File: config.mk
export PLATFORM = sky130hd
export DESIGN_NAME = rvfi_liveness_window_check
export DESIGN_NICKNAME = d
export VERILOG_FILES = /design/src/rtl/rvfi_liveness_pkg.sv /design/src/rtl/rvfi_window_match.sv /design/src/rtl/rvfi_liveness_window_check.sv
export SDC_FILE = /design/constraint.sdc
export NUM_CORES = 1
export LEC_CHECK = 0
export CAP_MARGIN = 5
export CORE_MARGIN = 2
export CORE_UTILIZATION = 43
export CTS_CLUSTER_SIZE = 14
export DETAILED_ROUTE_END_ITERATION = 12
export GPL_ROUTABILITY_DRIVEN = 0
export GPL_TIMING_DRIVEN = 0
export MAX_ROUTING_LAYER = met4
export PLACE_DENSITY = 0.72
export SLEW_MARGIN = 20
export SYNTH_ARGS = -nofsm -noshare
export SYNTH_HDL_FRONTEND = slang
export SYNTH_SLANG_ARGS = --single-unit
File: constraint.sdc
create_clock -name clock -period 8.3 [get_ports clock]
set_clock_uncertainty 0.1 [all_clocks]
set_input_delay 2.075 -clock clock [delete_from_list [all_inputs] [get_ports clock]]
set_output_delay 2.075 -clock clock [all_outputs]
set_load 0.05 [all_outputs]
File: src/rtl/rvfi_liveness_pkg.sv
// Shared types and helpers for the RVFI liveness window checker.
// Holds the state encoding and the wrapping order-offset calculation.
package rvfi_liveness_pkg;

   localparam int ORDER_W = 64;

   typedef enum logic [1:0] {
      IDLE  = 2'd0,
      ARMED = 2'd1,
      DONE  = 2'd2,
      FAIL  = 2'd3
   } state_t;

   // Offset of an order relative to the window base, wrapping at 2^64 so
   // that a base near the top of the order space still finds its successors.
   function automatic logic [ORDER_W-1:0] window_offset(
      input logic [ORDER_W-1:0] order,
      input logic [ORDER_W-1:0] base
   );
      return order - base - ORDER_W'(1);
   endfunction

endpackage

File: src/rtl/rvfi_window_match.sv
// Combinational reduction of all retire channels against the current window:
// which offsets were hit, which requirements a halt cuts, and same-cycle duplicates.
module rvfi_window_match
   import rvfi_liveness_pkg::*;
#(
   parameter int NRET  = 1,
   parameter int DEPTH = 4
) (
   input  logic [NRET-1:0]         valid,
   input  logic [ORDER_W*NRET-1:0] order,
   input  logic [NRET-1:0]         halt,
   input  logic [ORDER_W-1:0]      base,
   output logic [DEPTH-1:0]        hit_mask,
   output logic [DEPTH-1:0]        halt_cut_mask,
   output logic                    dup_hit
);

   always_comb begin
      logic [ORDER_W-1:0] d;
      hit_mask      = '0;
      halt_cut_mask = '0;
      dup_hit       = 1'b0;
      d             = '0;
      for (int i = 0; i < NRET; i++) begin
         d = window_offset(order[ORDER_W*i +: ORDER_W], base);
         if (valid[i] && (d < ORDER_W'(DEPTH))) begin
            for (int k = 0; k < DEPTH; k++) begin
               if (d == ORDER_W'(k)) begin
                  if (hit_mask[k]) begin
                     dup_hit = 1'b1;
                  end
                  hit_mask[k] = 1'b1;
               end
               // A halting instruction means nothing younger will retire.
               if (halt[i] && (d < ORDER_W'(k))) begin
                  halt_cut_mask[k] = 1'b1;
               end
            end
         end
      end
   end

endmodule

File: src/rtl/rvfi_liveness_window_check.sv
// Liveness checker: after a trigger retirement, the next DEPTH orders must all
// retire within bounded progress gaps; violations raise sticky error flags.
module rvfi_liveness_window_check
   import rvfi_liveness_pkg::*;
#(
   parameter int NRET         = 1,
   parameter int TRIG_CHANNEL = 0,
   parameter int DEPTH        = 4,
   parameter int TIMEOUT      = 32,
   parameter int CNT_W        = 8
) (
   input  logic                    clock,
   input  logic                    resetn,
   input  logic                    trig,
   input  logic                    check,
   input  logic [NRET-1:0]         rvfi_valid,
   input  logic [ORDER_W*NRET-1:0] rvfi_order,
   input  logic [NRET-1:0]         rvfi_halt,
   output logic                    armed,
   output logic [DEPTH-1:0]        found_mask,
   output logic [DEPTH-1:0]        req_mask,
   output logic [CNT_W-1:0]        wait_cnt,
   output logic                    err_timeout,
   output logic                    err_missing,
   output logic                    err_dup
);

   state_t               state, state_next;
   logic [ORDER_W-1:0]   base, base_next, trig_order, match_base;
   logic [DEPTH-1:0]     found_next, req_next, hit_mask, halt_cut_mask;
   logic [CNT_W-1:0]     wait_next;
   logic                 err_timeout_next, err_missing_next, err_dup_next;
   logic                 arm_fire, dup_hit, dup_seen, progress, complete;

   assign trig_order = rvfi_order[ORDER_W*TRIG_CHANNEL +: ORDER_W];
   assign arm_fire   = trig && rvfi_valid[TRIG_CHANNEL];
   // While idle the window is measured from the arming order itself, so
   // other channels retiring successors in the same cycle are credited.
   assign match_base = (state == IDLE) ? trig_order : base;

   rvfi_window_match #(
      .NRET (NRET),
      .DEPTH(DEPTH)
   ) u_match (
      .valid        (rvfi_valid),
      .order        (rvfi_order),
      .halt         (rvfi_halt),
      .base         (match_base),
      .hit_mask     (hit_mask),
      .halt_cut_mask(halt_cut_mask),
      .dup_hit      (dup_hit)
   );

   assign progress = |(hit_mask & ~found_mask);
   assign dup_seen = dup_hit || (|(hit_mask & found_mask));
   assign armed    = (state == ARMED);

   always_comb begin
      state_next       = state;
      base_next        = base;
      found_next       = found_mask;
      req_next         = req_mask;
      wait_next        = wait_cnt;
      err_timeout_next = err_timeout;
      err_missing_next = err_missing;
      err_dup_next     = err_dup;
      complete         = 1'b0;
      case (state)
         IDLE: begin
            if (arm_fire) begin
               base_next    = trig_order;
               found_next   = hit_mask;
               req_next     = ~halt_cut_mask;
               wait_next    = '0;
               err_dup_next = err_dup || dup_hit;
               if (rvfi_halt[TRIG_CHANNEL]) begin
                  req_next   = '0;
                  state_next = DONE;
               end else begin
                  state_next = ARMED;
               end
            end
         end
         ARMED: begin
            found_next = found_mask | hit_mask;
            req_next   = req_mask & ~halt_cut_mask;
            complete   = ((found_next & req_next) == req_next);
            if (dup_seen) begin
               err_dup_next = 1'b1;
            end
            if (progress) begin
               wait_next = '0;
            end else if (wait_cnt != '1) begin
               wait_next = wait_cnt + CNT_W'(1);
            end
            if (complete) begin
               state_next = DONE;
            end else if ((TIMEOUT != 0) && (wait_cnt == CNT_W'(TIMEOUT)) && !progress) begin
               err_timeout_next = 1'b1;
               wait_next        = wait_cnt;
               state_next       = FAIL;
            end
            if (check && !complete) begin
               err_missing_next = 1'b1;
            end
         end
         DONE: begin
            if (dup_seen) begin
               err_dup_next = 1'b1;
            end
         end
         default: begin
         end
      endcase
   end

   always_ff @(posedge clock) begin
      if (!resetn) begin
         state       <= IDLE;
         base        <= '0;
         found_mask  <= '0;
         req_mask    <= '0;
         wait_cnt    <= '0;
         err_timeout <= 1'b0;
         err_missing <= 1'b0;
         err_dup     <= 1'b0;
      end else begin
         state       <= state_next;
         base        <= base_next;
         found_mask  <= found_next;
         req_mask    <= req_next;
         wait_cnt    <= wait_next;
         err_timeout <= err_timeout_next;
         err_missing <= err_missing_next;
         err_dup     <= err_dup_next;
      end
   end

`ifdef FORMAL
   always_comb begin
      assume (TRIG_CHANNEL < NRET);
      assert (!err_timeout);
      assert (!err_missing);
      assert (!err_dup);
   end
`endif

endmodule

==> flow_summary.toml, run 1 <==
[logic_synthesis]
syn_area_um2 = 9450
synth.distinct_cells = 94
ys.flop_type = "dfxtp_1"
ys_seq_area_share_pct = 18.0
synth.area.top_cells = "dfxtp_1, nand2_1, a21oi_1"
synth_edf_count = 0
synth_top_cell_by_area = "dfxtp_1"
synth.avg_cell_area_um2 = 7.00
synth_top_area_share_pct = 18.0
mappedNetlistNets = 1487
async_reset_ff_share_pct = 0
netlist_instances = 1349
synth_seq_cells = 85
yosysWarnings = 0

[cells_and_area]
final_cell_mix = "nand2_1, a21oi_1, nor2_1"
syn2layout_area_growth_pct = 16.5
diodes = 0
mostFrequentLayoutCell = "nand2_1"
postLayoutCellArea_um2 = 11000
drive_above_1_share_pct = 5.57
nNetsFinal = 1587

[worst_setup_path]
crit_family = "compound AO/OA/AOI/OAI gates"
end_kind = "flop"
startpoint_type = "input pin"
path_common_cell = "a211o_1"
cpMaxStageDelayCell = "a2111oi_1"
cp.arrival_ns = 7.70
path_class = "in -> reg"
crit_required_ns = 8.48
critPathMaxStageDelay_ns = 0.84
rrSetupSlack_ns = 0.84
cp_cell_sequence = "clkdlybuf4s50_1, mux2i_1, ha_1, inv_1, fa_1, nand2b_1, a211o_1, a211o_1, a2111oi_1, a211oi_1, xnor2_1, or4_1, nor4_4, nand4_2, a32oi_2, a211oi_2, or3_1, a31o_1"
crit_buf_inv = 2
path_max_fanout = 6

[timing]
rsz0062_at_grt = "no"
slew_headroom_pct = 38.0
fin_setup_tns_ns = 0
tightest_slew_ns = 0.930
fmax_mhz = 133
hold_slack_ns = 0.354
hold_viol = 0
drv_slew = 0
fin_crit_ns = 7.53
setup_viol = 0
fin_crit_sh_pct = 90.7

[placement]
place_area_um2 = 10700
io_buffers = 89
dp_hpwl_mm = 24.5

[pwr]
leakagePower_nw = 4.16
max-vdd-ir-drop_v = 0.000115
p_per_area_nw_per_um2 = 198

[global_route]
grtUsageTotal_pct = 26.1
grt_pass1_wl_mm = 48.8
antenna_found_initial = 0
grt_max_degree = 18
overflow = 0
grt_pass1_vias = 9605

[clock_tree]
cts_tree = "done"
ctsResizeCount = 0
cts_max_level = 3
clk_pin_slew_ns = 0.08
post_cts_buffers = 0
clock_path_buffers = 2
clock_latency_ns = 0.37
root_buffer = "clkbuf_16"
ctsHoldBuffers = 0
cts_sinks = 85
cts_buffers = 9

[floorplanning]
num_rows = 54
start_util_pct = 43.6
core_um2 = 21700
dieArea_um2 = 23200
die_h_um = 152
io_pins = 90
die_w_um = 152

[route]
post_drt_wl_per_cell_um = 17.6
viasPerCell = 6.16
ant_nets = 0
drc = 0
drtIter0Drc = 1131
dr.pass1.iters = 6
num_vias = 10700
wl_mm = 30.5

[job]
drv_cap = 0

[worst_hold_path]
hold_path_class = "reg -> reg"

[run_status]
outcome = "completed"
==> where the power goes <==
part / total [mW] / internal (mW) / switching, mW
sequential: 0.441 / 0.430 / 0.0115
combinational: 1.28 / 0.461 / 0.821
clock: 0.452 / 0.243 / 0.209
total: 2.17 / 1.13 / 1.04
==> final cells by class <==
| type | count | area [um2] |
|---|---|---|
| Inverter | 25 | 93.8 |
| Timing Repair Buffer | 89 | 891 |
| Fill cell | 2179 | 10700 |
| Tap cell | 280 | 350 |
| Clock inverter | 7 | 90.1 |
| Multi-Input combinational cell | 1160 | 7310 |
| Sequential cell | 85 | 1700 |
| Clock buffer | 9 | 225 |
| Buffer | 79 | 340 |
==> flip-flops by register name, summed over array words and instances, names as in the netlist <==
signal and cells:
base 64, err_dup 1, err_missing 1, err_timeout 1, found_mask 4, req_mask 4
state 2, wait_cnt 8
==> worst min-delay path, stage by stage, from the launching register on <==
cell     delay, ns
dfxtp_1       0.31
nand2_1       0.05
a21oi_1       0.05
==> worst paths after layout <==
kind | end | startpoint | cells after the start
worst max register to register | wait_cnt[0] | state[0] | 21
worst min-delay path | base[27] | base[27] | 2
worst max-delay path | wait_cnt[0] | rvfi_order[0] | 18
worst min register to register | base[27] | base[27] | 2
==> synth_stat cells, types with 9 or more instances <==
| cell | number |
|---|---|
| o21ai_0 | 66 |
| xor2_1 | 15 |
| o211ai_1 | 15 |
| a21o_1 | 18 |
| clkbuf_1 | 42 |
| and2_1 | 11 |
| nand4_1 | 45 |
| a211oi_1 | 13 |
| dfxtp_1 | 85 |
| nor3_1 | 32 |
| or3_1 | 14 |
| o21a_1 | 19 |
| o31ai_1 | 9 |
| and3_1 | 10 |
| o21ai_1 | 19 |
| buf_2 | 23 |
| xnor2_1 | 18 |
| buf_1 | 12 |
| a21oi_1 | 180 |
| nor4_1 | 15 |
| ha_1 | 67 |
| a21oi_2 | 9 |
| mux2i_1 | 68 |
| inv_1 | 24 |
| nand3_1 | 27 |
| nor2_1 | 96 |
| nand2_1 | 245 |
==> cells by family (layout without fill, tap and decap cells) <==
family / after synthesis / after routing / synth area share, %
AO/OA/AOI/OAI: 440 / 440 / 30.0
XOR/XNOR: 33 / 33 / 3.06
adder cells (fa/ha/maj): 68 / 68 / 9.09
buffers and inverters: 104 / 209 / 4.60
flip-flops: 85 / 85 / 18.0
multiplexers: 70 / 70 / 7.44
AND/OR/NAND/NOR: 549 / 549 / 27.8
==> metrics by stage <==
| stage | std cells | utilization [%] | power [mW] | setup slack, ns |
|---|---|---|---|---|
| after floorplan | 1349 | - | 1.37 | 1.83 |
| after global placement | 1718 | 49.3 | 1.68 | 0.543 |
| after detailed placement | 1718 | 49.3 | 1.69 | 0.536 |
| after CTS | 1734 | 50.7 | 2.15 | 0.890 |
| after global routing | 1734 | 50.7 | 2.31 | 0.484 |
| final | 1734 | 50.7 | 2.17 | 0.773 |
==> layer usage <==
layer / part of all wire, % / GRT usage [%]
met3: 8.7 / 5.72
met4: 3.1 / 8.81
met2: 43 / 39.7
met5: 0 / -
met1: 45 / 34.3
Note: power is estimated with default switching activity, not from simulation.
==> run 2, diff against run 1 <==
--- a/config.mk
+++ b/config.mk
@@ -17,4 +17,5 @@
 export SLEW_MARGIN = 20
 export SYNTH_ARGS = -nofsm -noshare
 export SYNTH_HDL_FRONTEND = slang
+export SYNTH_HIERARCHICAL = 1
 export SYNTH_SLANG_ARGS = --single-unit
==> flow_summary.toml, run 2 <==
[timing]
fin_crit_sh_pct = 96.4
drv_slew = 0
rsz0062_at_grt = "no"
fmax_mhz = 125
setup_ws_ns = 0.301
fin_setup_tns_ns = 0
hold_viol = 0
slew_headroom_pct = 34.2
setup_viol = 0
tightest_slew_ns = 0.978
fin_crit_ns = 8.00

[cells_and_area]
largest_reg_flops = 64
final_cell_mix = "nand2_1, a21oi_1, inv_1"
diodes = 0
syn2layout_area_growth_pct = 16.3
nNetsFinal = 1568
postLayoutCellArea_um2 = 10900
top_regs = "base: 64 flops, wait_cnt: 8 flops"
largest-register = "base"
multiInputGateArea_um2 = 6920
drive_above_1_share_pct = 11.1
mostFrequentLayoutCell = "nand2_1"
fill_cells = 2128
ff_latch_area_um2 = 1700
fin_cells = 1710

[logic_synthesis]
syn_area_um2 = 9340
synth.most_common_cell = "nand2_1"
synth_seq_cells = 85
synth.avg_cell_area_um2 = 7.02
ys_seq_area_share_pct = 18.2
synth_edf_count = 0
synth_top_cell_by_area = "dfxtp_1"
yosysWarnings = 6
netlist_instances = 1330
async_reset_ff_share_pct = 0
synth.distinct_cells = 89
synth_top_area_share_pct = 18.2
ys.flop_type = "dfxtp_1"
synthTopCellsByCount = "nand2_1, a21oi_1, inv_1"
synth.area.top_cells = "dfxtp_1, a21oi_1, nand2_1"

[global_route]
grt_use_met3_pct = 4.19
overflow = 0
grtUsageTotal_pct = 25.3
busiest_layer = "met2"
grt_max_degree = 18
antenna_found_initial = 0
grt_pass1_wl_mm = 45.6
gr-usage-met2_pct = 40.8
grt_pass1_vias = 9435
grt_util_met1_pct = 32.1

[pwr]
p_per_area_nw_per_um2 = 186
power_frac_comb_pct = 57.7
switching_power_mw = 0.946
power.internal_mw = 1.08
p_seq_share_pct = 21.8
switching_share_pct = 46.7
leakagePower_nw = 4.13
clock_power_share_pct = 20.5
max-vdd-ir-drop_v = 0.000102

[worst_setup_path]
reg2reg_depth = 24
path_max_fanout = 7
r2r-start = "state[0]"
path_class = "in -> reg"
startpoint_type = "input pin"
crit_required_ns = 8.41
cp-endpoint = "wait_cnt[0]"
end_kind = "flop"
r2r_end = "wait_cnt[0]"
startpoint = "rvfi_order[33]"
cp.arrival_ns = 8.11
rrSetupSlack_ns = 0.96

[floorplanning]
start_util_pct = 44.1
dieArea_um2 = 22900
io_pins = 90
die_h_um = 151
num_rows = 53
die_w_um = 151
core_um2 = 21200

[placement]
preCtsSetupSlack_ns = 0.124
dp_hpwl_mm = 22.4
dp.cells = 1694
io_buffers = 88
place_area_um2 = 10600

[clock_tree]
clock_latency_ns = 0.36
post_cts_buffers = 0
ctsHoldBuffers = 0
cts_max_level = 3
clock_path_buffers = 2
ctsResizeCount = 0
cts_sinks = 85
clk_pin_slew_ns = 0.07
cts_tree = "done"
root_buffer = "clkbuf_16"
cts_buffers = 9

[route]
wl_mm = 28.3
ant_nets = 0
post_drt_wl_per_cell_um = 16.5
viasPerCell = 5.96
drtIter0Drc = 845
num_vias = 10200
drc = 0
dr.pass1.iters = 6

[job]
drv_cap = 0

[run_status]
outcome = "completed"

[worst_hold_path]
hold_path_class = "reg -> reg"
holdPathStages = 2
-- run 2: metrics by stage --
stage	hold slack, ns	total power, mW	util [%]
after floorplan	0.334	1.29	-
after global placement	0.340	1.57	50.0
after detailed placement	0.346	1.58	50.0
after CTS	0.356	2.01	51.4
after global routing	0.374	2.16	51.4
final	0.353	2.02	51.4
-- run 2: power groups by stage --
stage,Clock [mW],Sequential [mW],Combinational [mW]
after global placement,0,0.450,1.12
after detailed placement,0,0.451,1.13
final,0.415,0.441,1.17
after floorplan,0,0.455,0.838
after CTS,0.428,0.441,1.14
after global routing,0.441,0.444,1.28
-- run 2: area by class of cell --
cell class / instances / share of cell area (%)
Multi-Input combinational cell: 1079 / 63.7
Sequential cell: 85 / 15.7
Timing Repair Buffer: 88 / 8.11
Buffer: 73 / 3.35
Inverter: 94 / 3.25
Tap cell: 275 / 3.17
Clock buffer: 9 / 2.07
Clock inverter: 7 / 0.656
-- run 2: how the worst min path moves through the flow --
stage	start	endpoint	slack, ns
floorplan	base[0]	base[0]	0.33
CTS	base[35]	base[35]	0.36
detailed placement	base[35]	base[35]	0.35
global route	base[19]	base[19]	0.37
global placement	base[41]	base[41]	0.34
finish	base[35]	base[35]	0.35
-- run 2: worst max-delay path, stage by stage --
cell and delay, ns:
clkdlybuf4s50_1 0.46, mux2_2 0.29, inv_1 0.06, ha_1 0.22
buf_2 0.17, a21oi_1 0.25, o21ai_1 0.16, a21oi_1 0.38
o221ai_1 0.23, a2111oi_0 0.63, nand3_1 0.15, or4_1 0.53
nor4b_1 0.31, nand4_1 0.32, nor4_1 0.92, nor2_1 0.11
a31oi_1 0.35, a21boi_0 0.20, o211ai_1 0.19, a31oi_1 0.13
-- run 2: kinds of logic (layout without fill, tap and decap cells) --
group | count (synthesis) | in the layout | share of synthesized area [%]
simple gates | 497 | 497 | 25.6
xor+xnor | 28 | 28 | 2.63
mux | 77 | 77 | 9.16
fa+ha+maj | 68 | 68 | 9.19
other cells | 1 | 2 | 0.0402
flops | 85 | 85 | 18.2
buf+inv | 167 | 271 | 7.68
compound gates | 407 | 407 | 27.5
-- run 2: metal layers --
metal	part of all wire (%)	vias to the layer above	wire length, um
li1	-	4994	-
met1	45	4712	12700
met2	45	418	12800
met3	7.0	60	1980
met4	3.1	0	874
met5	0	-	0
==> run 3, diff against run 2 <==
--- a/config.mk
+++ b/config.mk
@@ -11,7 +11,6 @@
 export CTS_CLUSTER_SIZE = 14
 export DETAILED_ROUTE_END_ITERATION = 12
 export GPL_ROUTABILITY_DRIVEN = 0
-export GPL_TIMING_DRIVEN = 0
 export MAX_ROUTING_LAYER = met4
 export PLACE_DENSITY = 0.72
 export SLEW_MARGIN = 20
==> constraint.sdc (replaced) <==
create_clock -name clock -period 8.9 [get_ports clock]
set_clock_uncertainty 0.1 [all_clocks]
set_input_delay 2.225 -clock clock [delete_from_list [all_inputs] [get_ports clock]]
set_output_delay 2.225 -clock clock [all_outputs]
set_load 0.05 [all_outputs]
==> flow_summary.toml, run 3 (synthesis results as in run 2) <==
[route]
drtIter0Drc = 819
route.met2.wl_mm = 12.6
post_drt_wl_per_cell_um = 16.6
met1_length_mm = 12.3
viasPerCell = 6.02
dr_wl_met3_mm = 1.76
highest_layer = "met4"
drc = 0
num_vias = 9918
ant_nets = 0
wl_mm = 27.4
dr.pass1.iters = 7

[timing]
fmax_mhz = 131
drv_slew = 0
slew_headroom_pct = 46.9
hold_viol = 0
fin_crit_sh_pct = 85.9
setup_viol = 0
fin_crit_ns = 7.64
rsz0062_at_grt = "no"
tightest_slew_ns = 0.796
fin_setup_tns_ns = 0

[clock_tree]
ctsHoldBuffers = 0
post_cts_buffers = 0
cts_max_level = 3
clk_pin_slew_ns = 0.07
clock_path_buffers = 2
cts_sinks = 85
cts_tree = "done"
clock_latency_ns = 0.37
cts_buffers = 9
root_buffer = "clkbuf_16"
ctsResizeCount = 0

[cells_and_area]
top_regs = "base: 64 flops, wait_cnt: 8 flops"
multiInputGateArea_um2 = 6930
fill_cells = 2089
postLayoutCellArea_um2 = 10600
final_cell_mix = "nand2_1, a21oi_1, inv_1"
drive_above_1_share_pct = 9.48
ff_latch_area_um2 = 1700
nNetsFinal = 1505
diodes = 0
largest_reg_flops = 64
syn2layout_area_growth_pct = 13.5
largest-register = "base"
mostFrequentLayoutCell = "nand2_1"

[pwr]
switching_power_mw = 0.872
p_per_area_nw_per_um2 = 177
p_seq_share_pct = 21.9
leakagePower_nw = 3.98
power.internal_mw = 1.00
switching_share_pct = 46.5
power_frac_comb_pct = 57.3
max-vdd-ir-drop_v = 0.0000890
clock_power_share_pct = 20.7

[worst_hold_path]
hold_path_class = "reg -> reg"

[placement]
place_area_um2 = 10300
dp_hpwl_mm = 21.2
io_buffers = 89

[global_route]
antenna_found_initial = 0
grt_max_degree = 73
grt_pass1_wl_mm = 44.2
grtUsageTotal_pct = 24.4
overflow = 0
grt_pass1_vias = 8984

[floorplanning]
dieArea_um2 = 22900
start_util_pct = 44.1
core_um2 = 21200
num_rows = 53
die_h_um = 151
die_w_um = 151
io_pins = 90

[worst_setup_path]
startpoint_type = "input pin"
end_kind = "flop"
path_class = "in -> reg"
path_max_fanout = 10
crit_required_ns = 9.11
cp.arrival_ns = 7.86

[run_status]
outcome = "completed"

[job]
drv_cap = 0
run 3: cell types whose count changed in the layout (fill, tap and decap cells not counted), sizes merged:
cell           before  now
buf                43    9
clkbuf             39    9
clkdlybuf4s50      88   89
clkinv              4    3
clkinvlp            2    0
inv                95   98
run 3: routing by layer:
metal | up-vias | GRT usage [%]
met5 | - | -
li1 | 4879 | -
met3 | 55 | 3.25
met2 | 365 | 39.6
met4 | 0 | 8.41
met1 | 4619 | 31.3
run 3: final cells by class:
cell class                 instances  area share [%]
timing repair buffer              98            9.16
clock buffer                       9            2.13
clock inverter                     7           0.697
sequential                        85            16.1
tap                              275            3.25
inverter                          94            3.33
multi-input combinational       1079            65.4
run 3: stage by stage:
step	setup slack [ns]	total power [mW]	hold slack [ns]	instances	util, %
global route	0.780	2.00	0.369	1647	50.1
global placement	1.08	1.45	0.339	1631	48.7
finish	1.26	1.88	0.354	1647	50.1
CTS	1.37	1.86	0.355	1647	50.1
detailed placement	0.973	1.46	0.344	1631	48.7
floorplan	2.20	1.21	0.334	1331	-
run 3: final timing paths:
kind                                  to  slack [ns]           start  cells past startpoint
worst max-delay path            state[0]        1.26  rvfi_order[32]                     19
worst min-delay path            base[35]        0.35        base[35]                      2
worst max register to register  state[0]        2.26        state[1]                     22
worst min register to register  base[35]        0.35        base[35]                      2
run 3: power groups by stage:
stage	clock, mW	sequential (mW)	combinational, mW
2_1_floorplan	0	0.424	0.782
3_3_place_gp	0	0.419	1.03
3_5_place_dp	0	0.420	1.04
4_1_cts	0.398	0.411	1.05
5_1_grt	0.411	0.414	1.17
6_report	0.388	0.411	1.08
run 3: critical path, cell delays in order:
cell and delay [ns]:
clkdlybuf4s50_1 0.51, mux2_2 0.16, inv_1 0.04, ha_1 0.49, nand4_1 0.26, or4_1 0.64, or4_1 0.56, o32ai_1 0.14
or3_1 0.25, a21boi_1 0.10, xnor2_1 0.14, a311oi_1 0.36, nand4_1 0.33, nor4_1 0.61, nor4b_1 0.12, a31oi_1 0.32
a21oi_1 0.19, a21oi_1 0.22, o221a_2 0.21
==> patch 1, RTL diff (config.mk and constraints of run 2) <==
The parameter `CNT_W` goes from 8 to 9.
--- a/src/rtl/rvfi_liveness_window_check.sv
+++ b/src/rtl/rvfi_liveness_window_check.sv
@@ -7,7 +7,7 @@
    parameter int TRIG_CHANNEL = 0,
    parameter int DEPTH        = 4,
    parameter int TIMEOUT      = 32,
-   parameter int CNT_W        = 8
+   parameter int CNT_W        = 9
 ) (
    input  logic                    clock,
    input  logic                    resetn,
Ports: changed (resized wait_cnt); port bits go from 90 to 91. The function was not compared with the original's and may differ.
==> patch 1 against run 2 <==
Design area increased by 2.7%. Power increased by 1.9%. Sequential cell count increased by 1. Setup slack got worse by 0.080 ns. Wire length increased by 8.0%. Register-to-register slack got worse by 0.38 ns. Critical endpoint is now wait_cnt[7]. Largest power group unchanged. Area after synthesis increased by 1.3%.
==> patch 1: results (changes against run 2) <==
[outcome]
status = complete, no violations

[detailed_routing]
drt_iter0_markers = 1325  ; +57%
route.met3.wl_um = 2637  ; +33%
met1_length_um = 13180  ; +4.1%
route.vias.total = 10760  ; +5.6%
routed-wl-met2_um = 13400  ; +5.0%
wl_per_cell_um = 17.43  ; +5.4%

[placed_design]
dpl.cell_count = 1735  ; +2.4%
dp_hpwl_um = 23890  ; +6.8%
post-place-ws_ns = -0.4502  ; -0.5743 ns
portBuffers = 90  ; +2.3%
place_area_mm2 = 0.01071  ; +1.4%

[sta]
fin_crit_sh = 0.9734  ; +0.009652
worstMarginPinSlew_ns = 1.289  ; +0.3118 ns

[final_layout]
multi_input_cells = 1125  ; +4.3%
drive_gt1_frac = 0.1039  ; -0.006932
num-nonclk-inverters = 86  ; -8.5%
area_growth_syn_to_layout_pct = 17.95
final-clk-cell-share = 0.02681  ; -0.0004858
signal_buffers = 160  ; -0.62%
seqCellArea_mm2 = 0.001722  ; +1.2%
fillers = 2163  ; +1.6%

[worst_setup_path]
crit_arrival_ns = 8.26  ; +0.15 ns
crit_family = simple AND/OR/NAND/NOR gates
r2r_cells = 25  ; +4.2%
crit_path_top_delay_cell = or4_1
crit_start = rvfi_order[0]
crit_path_end = wait_cnt[7]

[synthesis]
syn_avg_cell_area_um2 = 6.933  ; -1.3%
synth_common_cells = 260 x nand2_1, 184 x a21oi_1, 86 x dfxtp_1, 86 x inv_1, 73 x nor2_1
synth_cell_types = 90  ; +1.1%
synth_area_leaders = dfxtp_1 18%, nand2_1 10%, a21oi_1 9.7%, ha_1 9.0%, mux2_2 8.0%
ys_seq_area_frac = 0.1821  ; about the same

[power_and_ir_drop]
powerSeq_mw = 0.446  ; +1%
vdd_drop_max_v = 0.0001071  ; +4.5%
p_total_mw = 2.062  ; +1.9%
p_clk_mw = 0.427  ; +3%
p_sw_mw = 0.9777  ; +3.3%

[grt]
grt_pass1_wl_um = 49270  ; +8.0%
grtUsageMet1 = 0.3361  ; +0.01508
first_global_vias = 9810  ; +4.0%
grt_max_degree = 19  ; +1
grt_use_met3 = 0.04551  ; +0.003639
grt_usage = 0.2610  ; +0.007649
grtUsageMet2 = 0.4013  ; -0.006589

[die]
core-area_mm2 = 0.02169  ; +2.5%

## patch 1: worst min-delay path by stage
| stage | slack (ns) | depth (start not counted) | startpoint | end |
|---|---|---|---|---|
| 5_1_grt | 0.37 | 2 | base[31] | base[31] |
| 4_1_cts | 0.35 | 2 | base[26] | base[26] |
| 3_3_place_gp | 0.34 | 2 | base[4] | base[4] |
| 3_5_place_dp | 0.34 | 2 | base[38] | base[38] |
| 2_1_floorplan | 0.33 | 2 | base[0] | base[0] |
| 6_report | 0.35 | 2 | base[27] | base[27] |
## patch 1: repair_timing
item | in CTS | in global routing
setup endpoints to repair | 4 | 11
hold buffers | 0 | 0
gates resized for setup | 3 | 19
setup buffers | 0 | 2
pin swaps | 0 | 3
## patch 1: cell families after synthesis
| kind of cell | synth area share |
|---|---|
| xor+xnor | 0.01760 |
| fa+ha+maj | 0.09209 |
| mux | 0.08508 |
| simple gates | 0.2626 |
| compound gates | 0.2960 |
| flops | 0.1821 |
| buf+inv | 0.06417 |
| other cells | 0.0003965 |
==> patch 2, RTL diff (flow settings as in run 2) <==
Without the edit above. The 4 states of `state_t` get a one-hot encoding in 4 bits.
--- a/src/rtl/rvfi_liveness_pkg.sv
+++ b/src/rtl/rvfi_liveness_pkg.sv
@@ -4,11 +4,11 @@
 
    localparam int ORDER_W = 64;
 
-   typedef enum logic [1:0] {
-      IDLE  = 2'd0,
-      ARMED = 2'd1,
-      DONE  = 2'd2,
-      FAIL  = 2'd3
+   typedef enum logic [3:0] {
+      IDLE  = 4'b0001,
+      ARMED = 4'b0010,
+      DONE  = 4'b0100,
+      FAIL  = 4'b1000
    } state_t;
 
    // Offset of an order relative to the window base, wrapping at 2^64 so
Check against the original RTL: same outputs for any inputs over 4 cycles, from zero or initial values and one cycle with resetn low; so few cycles prove little.
==> patch 2 against run 2 <==
Design area grew 1.1%. Power shrank 9.4%. Sequential cell count grew 2. Area after synthesis grew 0.27%. Sequential share of layout area grew 0.20 points. Largest cell class unchanged. Wire length is essentially flat. Setup slack gained 0.061 ns. Critical endpoint is now wait_cnt[3]. Critical path type unchanged. Combinational power shrank 17%.
==> patch 2: results (changes against run 2) <==
[outcome]
status = complete, no violations

[worst_hold_path]
hold_class = reg2reg

[detailed_routing]
met1_length_um = 12640  ; -0.19%
top_layer = met4
via_per_inst = 6.016  ; +1.0%
routed-wl-met2_um = 12700  ; -0.51%
drt_iter0_markers = 1023  ; +21%
wl_per_cell_um = 16.48  ; -0.36%
route.met3.wl_um = 2152  ; +8.9%
dr.pass1.iters = 6  ; unchanged
drt-total-wl_um = 28280  ; about the same

[synthesis]
synthArstFlopShare = 0  ; unchanged
synth_warnings = 6  ; unchanged
synth_common_cells = 236 x nand2_1, 171 x a21oi_1, 92 x inv_1
synth_cell_types = 90  ; +1.1%
syn_avg_cell_area_um2 = 7.030  ; +0.12%
synth_compound_area_frac = 0.2731  ; -0.001402
ys_seq_area_frac = 0.1860  ; +0.003789
synthXorXnorAreaFrac = 0.02712  ; +0.0008652
synth_mux_area_frac = 0.08926  ; -0.002383
synthAdderAreaFrac = 0.08899  ; -0.002918
synth_area_leaders = dfxtp_1 19%, nand2_1 9.5%, a21oi_1 9.1%, ha_1 8.7%, mux2_2 8.1%

[final_layout]
final_core_util = 0.5174  ; +0.003820
drive_gt1_frac = 0.1139  ; +0.003087
nNetsFinal = 1571  ; +0.19%
fillers = 2126  ; -0.094%

[power_and_ir_drop]
vdd_drop_max_v = 0.00008424  ; -18%
p_leak_nw = 4.156  ; +0.61%

[worst_setup_path]
cpPeakStageDelay_ns = 0.57  ; -0.35 ns
crit_path_top_delay_cell = or4_1
cp_max_fo = 9  ; +2
crit_arrival_ns = 8.12  ; about the same

[placed_design]
dpl.cell_count = 1697  ; +0.18%
post-place-ws_ns = -0.2604  ; -0.3845 ns
place_area_mm2 = 0.01060  ; +0.33%
portBuffers = 89  ; +1.1%
dp_hpwl_um = 22450  ; +0.41%

[clock_tree]
cts_buffers = 9  ; unchanged
clock_latency_ns = 0.36  ; about the same
cts_buffer_depth = 2  ; unchanged

[sta]
worstMarginPinSlew_ns = 0.8067  ; -0.1709 ns

[grt]
grt_max_degree = 19  ; +1
grt_use_met3 = 0.04012  ; -0.001748
first_global_vias = 9356  ; -0.84%
grt_pass1_wl_um = 45610  ; about the same
grtUsageMet1 = 0.3271  ; +0.006140
grt_usage = 0.2511  ; -0.002254
antenna_found_initial = 1  ; +1
grtUsageMet2 = 0.3921  ; -0.01584

patch 2: cell types whose count changed after synthesis, moves of 5 or more:
cell / before / now
nor3_1: 21 / 26
a211oi_1: 8 / 13
clkbuf_1: 28 / 33
nand3_1: 24 / 30
a21oi_1: 178 / 171
patch 2: cell families (layout without fill, tap and decap cells):
group / after synthesis / count (layout)
compound gates: 405 / 405
xor+xnor: 29 / 29
fa+ha+maj: 66 / 66
buf+inv: 165 / 272
flops: 87 / 87
mux: 75 / 75
other cells: 1 / 3
simple gates: 504 / 504
patch 2: path summary, 6_finish.rpt:
kind	slack, ns	endpoint	startpoint	cells after the start
setup / recovery	0.36	wait_cnt[3]	rvfi_order[24]	21
setup reg to reg	0.72	wait_cnt[3]	state[3]	23
hold reg to reg	0.35	base[0]	base[0]	2
hold / removal	0.35	base[0]	base[0]	2
patch 2: layout make-up:
type | count | share of cell area
Multi-Input combinational cell | 1081 | 0.6378
Sequential cell | 87 | 0.1586
Timing Repair Buffer | 91 | 0.08251
Inverter | 93 | 0.03179
Tap cell | 275 | 0.03134
Buffer | 72 | 0.03100
Clock buffer | 9 | 0.02051
Clock inverter | 7 | 0.006154
Antenna cell | 1 | 0.0002279
patch 2: what timing repair did:
| item | in CTS | in global routing |
|---|---|---|
| setup endpoints to repair | 0 | 13 |
| hold buffers | 0 | 0 |
| setup buffers | 0 | 2 |
| gates resized for setup | 0 | 14 |
patch 2: report_power, final:
part,leakage [nW],switching [mW],internal (mW)
Sequential,0.708,0.00953,0.436
Clock,0.142,0.207,0.212
Combinational,3.31,0.603,0.366
patch 2: worst max-delay path: cells and delay by family:
family | cells | cell delay (ns)
compound gates | 5 | 1.49
fa+ha+maj | 1 | 0.22
mux | 1 | 0.27
simple gates | 10 | 3.09
buf+inv | 4 | 0.93
